===== src/rtl/mux3b_rr_arbiter.sv =====
`default_nettype none
// ============================================================================
// Module   : mux3b_rr_arbiter
// Brief    : Five-source arbiter and capture stage ahead of the 5:1 byte mux.
//            Drives the mux select, registers the selected byte, and presents
//            it via valid/ready with a one-cycle grant pulse to the source.
//            Build option: MUX3B_ARB_FIXED_PRIO_EN selects fixed priority
//            (req[0] highest) instead of round-robin.
// Revision : 1.0 - initial release
// ============================================================================
module mux3b_rr_arbiter #(
    parameter int DATA_W = 8
) (
    input  logic              clk,
    input  logic              rst_n,
    input  logic [4:0]        req,
    output logic [2:0]        sel,
    input  logic [DATA_W-1:0] mux_data,
    output logic [4:0]        grant,
    output logic [DATA_W-1:0] out_data,
    output logic              out_valid,
    input  logic              out_ready
);

    localparam logic [1:0] S_IDLE   = 2'd0;
    localparam logic [1:0] S_SETTLE = 2'd1;
    localparam logic [1:0] S_HOLD   = 2'd2;

    localparam logic [2:0] c_last_rst = 3'd4;

    logic [1:0]        r_state;
    logic [1:0]        w_state_nxt;
    logic [2:0]        r_sel;
    logic [2:0]        w_sel_nxt;
    logic [2:0]        r_cur;
    logic [2:0]        w_cur_nxt;
    logic [2:0]        r_last;
    logic [2:0]        w_last_nxt;
    logic [4:0]        r_grant;
    logic [4:0]        w_grant_nxt;
    logic [DATA_W-1:0] r_out_data;
    logic [DATA_W-1:0] w_out_data_nxt;
    logic              r_out_valid;
    logic              w_out_valid_nxt;

    logic [4:0]        w_cur_oh;
    logic [4:0]        w_pend;
    logic [2:0]        w_win_idle;
    logic [2:0]        w_win_hold;
    logic              w_handshake;

`ifdef MUX3B_ARB_FIXED_PRIO_EN
    function automatic logic [2:0] f_fixed(input logic [4:0] pend);
        logic [2:0] v_win;
        v_win = 3'd0;
        for (int i = 4; i >= 0; i--) begin
            if (pend[i]) v_win = 3'(i);
        end
        return v_win;
    endfunction

    assign w_win_idle = f_fixed(req);
    assign w_win_hold = f_fixed(w_pend);
`else
    // Search starts one past the last serviced source and wraps 4 -> 0.
    function automatic logic [2:0] f_rr(input logic [4:0] pend, input logic [2:0] base);
        logic [2:0] v_win;
        logic       v_hit;
        logic [3:0] v_idx;
        v_win = 3'd0;
        v_hit = 1'b0;
        for (int k = 1; k <= 5; k++) begin
            v_idx = {1'b0, base} + 4'(k);
            if (v_idx >= 4'd5) v_idx = v_idx - 4'd5;
            if (!v_hit && pend[v_idx[2:0]]) begin
                v_win = v_idx[2:0];
                v_hit = 1'b1;
            end
        end
        return v_win;
    endfunction

    assign w_win_idle = f_rr(req, r_last);
    assign w_win_hold = f_rr(w_pend, r_last);
`endif

    assign w_cur_oh    = 5'b00001 << r_cur;
    // The just-serviced source may still hold req high; it is never re-granted back to back.
    assign w_pend      = req & ~w_cur_oh;
    assign w_handshake = r_out_valid & out_ready;

    always_comb begin
        w_state_nxt     = r_state;
        w_sel_nxt       = r_sel;
        w_cur_nxt       = r_cur;
        w_last_nxt      = r_last;
        w_grant_nxt     = 5'b00000;
        w_out_data_nxt  = r_out_data;
        w_out_valid_nxt = r_out_valid;

        case (r_state)
            S_IDLE: begin
                w_out_valid_nxt = 1'b0;
                if (|req) begin
                    w_sel_nxt   = w_win_idle;
                    w_cur_nxt   = w_win_idle;
                    w_state_nxt = S_SETTLE;
                end
            end

            S_SETTLE: begin
                w_out_data_nxt  = mux_data;
                w_grant_nxt     = w_cur_oh;
                w_last_nxt      = r_cur;
                w_out_valid_nxt = 1'b1;
                w_state_nxt     = S_HOLD;
            end

            S_HOLD: begin
                if (w_handshake) begin
                    w_out_valid_nxt = 1'b0;
                    if (|w_pend) begin
                        w_sel_nxt   = w_win_hold;
                        w_cur_nxt   = w_win_hold;
                        w_state_nxt = S_SETTLE;
                    end else begin
                        w_state_nxt = S_IDLE;
                    end
                end
            end

            default: begin
                w_out_valid_nxt = 1'b0;
                w_state_nxt     = S_IDLE;
            end
        endcase
    end

    always_ff @(posedge clk) begin
        if (!rst_n) begin
            r_state     <= S_IDLE;
            r_sel       <= 3'd0;
            r_cur       <= 3'd0;
            r_last      <= c_last_rst;
            r_grant     <= 5'b00000;
            r_out_data  <= '0;
            r_out_valid <= 1'b0;
        end else begin
            r_state     <= w_state_nxt;
            r_sel       <= w_sel_nxt;
            r_cur       <= w_cur_nxt;
            r_last      <= w_last_nxt;
            r_grant     <= w_grant_nxt;
            r_out_data  <= w_out_data_nxt;
            r_out_valid <= w_out_valid_nxt;
        end
    end

    assign sel       = r_sel;
    assign grant     = r_grant;
    assign out_data  = r_out_data;
    assign out_valid = r_out_valid;

endmodule
`default_nettype wire


===== config.mk =====
export PLATFORM = sky130hd
export DESIGN_NAME = mux3b_rr_arbiter
export DESIGN_NICKNAME = d
export VERILOG_FILES = /design/src/rtl/mux3b_rr_arbiter.sv
export SDC_FILE = /design/constraint.sdc
export NUM_CORES = 1
export LEC_CHECK = 0
export BUFFER_PORTS_ARGS = -buffer_cell sky130_fd_sc_hd__clkbuf_2
export CORE_MARGIN = 4
export CORE_UTILIZATION = 40
export DETAILED_ROUTE_END_ITERATION = 10
export HOLD_SLACK_MARGIN = 0.08
export MAX_ROUTING_LAYER = met4
export SYNTH_ARGS = -nofsm -noshare
export SYNTH_HDL_FRONTEND = slang
export SYNTH_SLANG_ARGS = --single-unit

===== constraint.sdc =====
create_clock -name clk -period 3.5 [get_ports clk]
set_input_delay 0.7 -clock clk [delete_from_list [all_inputs] [get_ports clk]]
set_output_delay 0.7 -clock clk [all_outputs]
set_load 0.03 [all_outputs]

==> flow_metrics.env <==
export IMPL_run_status="complete, no violations"
export IMPL_worstPathArrival_ns=3.35
export IMPL_root_buffer="clkbuf_8"
export IMPL_grt_overflow=0
export IMPL_chipHeight_um=86.6
export IMPL_start_util=0.415
export IMPL_numCtsBuffers=3
export IMPL_r2r_end="r_cur[0]"
export IMPL_tritoncts="built"
export IMPL_slew_headroom=0.379
export IMPL_antenna_diode_count=0
export IMPL_dr_pass1_iters=4
export IMPL_peakVddDrop_uv=297
export IMPL_dr_first_iter_drc_count=231
export IMPL_start_kind="register"
export IMPL_mostFrequentLayoutCells="nand2_1, clkbuf_2, dfxtp_1"
export IMPL_cts_path_max_buffers=2
export IMPL_slew_viol_final=0
export IMPL_hold_viol_final=0
export IMPL_clock_sinks=22
export IMPL_yosysWarningCount=0
export IMPL_crit_type="reg2reg"
export IMPL_p_total_mw=1.60
export IMPL_fin_skew_ns=0.00115
export IMPL_cts_max_level=1
export IMPL_wl_per_cell_um=17.4
export IMPL_worstMarginPinSlew_ns=0.928
export IMPL_die_area_um2=7500
export IMPL_critPathLaunch="r_last[0]"
export IMPL_core_area_um2=5960
export IMPL_end_kind="register"
export IMPL_drive_gt1_frac=0.269
export IMPL_grt_pass1_wl_mm=11.5
export IMPL_synth_ff_type="dfxtp_1"
export IMPL_p_leak_nw=1.07
export IMPL_async_reset_ff_frac=0
export IMPL_crit_fanout=6
export IMPL_io_buffers=32
export IMPL_fp_dieW_um=86.6
export IMPL_synth_nets=320
export IMPL_hp_class="reg2reg"
export IMPL_r2r_cells=13
export IMPL_min_period_ns=3.23
export IMPL_fin_tns_setup_ns=0
export IMPL_synth_top_area_share=0.178
export IMPL_layout_commonest_cell="nand2_1"
export IMPL_synth_distinct_cells=84
export IMPL_dp_hpwl_mm=5.29
export IMPL_rows=28
export IMPL_cts_hold_buf=0
export IMPL_rr_startpoint="r_last[0]"
export IMPL_grt_antenna_before_repair=0
export IMPL_p_per_area_nw_per_um2=584
export IMPL_drc=0
export IMPL_endpoint="r_cur[0]"
export IMPL_regToRegSetupSlack_ns=0.27
export IMPL_setup_violations=0
export IMPL_ys_ff_latch=22
export IMPL_netlist_area_um2=2470
export IMPL_synth_avg_cell_area_um2=8.41
export IMPL_via_per_inst=6.04
export IMPL_cap_violations=0
export IMPL_synthCells=294
export IMPL_ant_nets=0
export IMPL_max_freq_ghz=0.309
export IMPL_track_usage=0.194
export IMPL_drt_total_wl_mm=6.91
export IMPL_area_growth_syn_to_layout_pct=10.7
export IMPL_cp_required_ns=3.62
export IMPL_grt_pass1_vias=2270
export IMPL_finalNetCount=350
export IMPL_grt_setup_unrepaired="false"
export IMPL_grt_max_degree=24
export IMPL_seq_area_frac_synth=0.178
export IMPL_ios=33
export IMPL_synthTopCellsByArea="dfxtp_1, nand2_1, mux2i_1"
export IMPL_fin_crit_sh=0.924
export IMPL_clk_latency_ns=0.26
export IMPL_clk_pin_slew_ns=0.08
export IMPL_synth_edf_count=0
export IMPL_yosys_area_top_type="dfxtp_1"
export IMPL_gp_congestion=0.985
export IMPL_dr_total_vias=2403
[Yosys cell counts, types with 3 or more instances]
master     n
nor3_1     5
xnor2_1    4
o32ai_1    4
a21boi_0  11
buf_4      4
mux2i_1   13
nor3b_1    4
inv_1     11
a21oi_1   13
a31oi_1    5
and2b_2    4
nand3_1    4
ha_1       9
o211ai_1   8
mux4_2     5
nor4_1     5
nand2b_1   9
dfxtp_1   22
nand2_1   35
o21ai_0   10
nor2_1    12
clkbuf_1   7
nand3b_1   5
buf_6      5
nor2b_1    3
[worst max-delay path, cell delays in order (launching register included)]
cell and delay [ns]:
dfxtp_1 0.41, inv_2 0.06, buf_4 0.17, ha_1 0.20, ha_1 0.30, and3_1 0.17, o211ai_1 0.28, a21oi_1 0.12
a311oi_1 0.29, o211ai_1 0.20, or4b_4 0.55, o21ai_1 0.13, o21bai_2 0.12, a31oi_2 0.09
[registers in the layout (all words and copies together), names as in the netlist]
name	count
out_data	8
grant	5
r_cur	3
r_last	3
r_state	2
out_valid	1
[cell families (layout without fill, tap and decap cells)]
| logic type | Yosys count | in the layout | share of synthesized area |
|---|---|---|---|
| simple gates | 110 | 110 | 0.253 |
| compound gates | 92 | 92 | 0.300 |
| buf+inv | 33 | 62 | 0.0779 |
| flops | 22 | 22 | 0.178 |
| mux | 20 | 20 | 0.107 |
| fa+ha+maj | 10 | 10 | 0.0536 |
| xor+xnor | 7 | 7 | 0.0309 |
[cell type report]
class                      count  area [µm²]
fill                         611        3220
multi-input combinational    239        1840
sequential                    22         442
timing repair buffer          45         258
tap                           75        93.8
clock buffer                   4        55.1
inverter                      13        48.8
[through the flow]
stage	cells	instance area (µm²)	utilization	hold WS, ns	setup WS [ns]
3_5_place_dp	393	2670	0.449	0.459	0.196
3_3_place_gp	393	2670	0.449	0.453	0.277
6_report	398	2740	0.459	0.469	0.267
4_1_cts	397	2730	0.458	0.470	0.160
2_1_floorplan	294	2470	-	0.516	0.222
5_1_grt	398	2740	0.459	0.493	0.0537
[report_power, final]
group / switching (mW) / internal (mW)
Sequential: 0.0542 / 0.285
Combinational: 0.622 / 0.456
Clock: 0.0797 / 0.100
Total: 0.756 / 0.842
[worst min-delay path by stage]
stage	start	to	cells past startpoint
after floorplan	r_state[0]	r_state[1]	2
after detailed placement	out_data[5]	out_data[5]	2
after global routing	out_data[0]	out_data[0]	2
after global placement	out_data[6]	out_data[6]	2
after CTS	out_data[5]	out_data[5]	2
final	out_data[5]	out_data[5]	2
[per-layer routing]
| layer | vias up | routed length, µm | global-route usage |
|---|---|---|---|
| met3 | 7 | 616 | 0.0228 |
| met4 | 0 | 67 | 0.0382 |
| met1 | 1130 | 3110 | 0.269 |
| met2 | 97 | 3110 | 0.306 |
| met5 | - | 0 | - |
| li1 | 1169 | - | - |
[timing repair]
action	4_1_cts	5_1_grt
setup buffers	0	1
endpoints found under the setup margin	0	2
resized for setup	0	1
No activity file was read; power rests on OpenSTA's default activity.
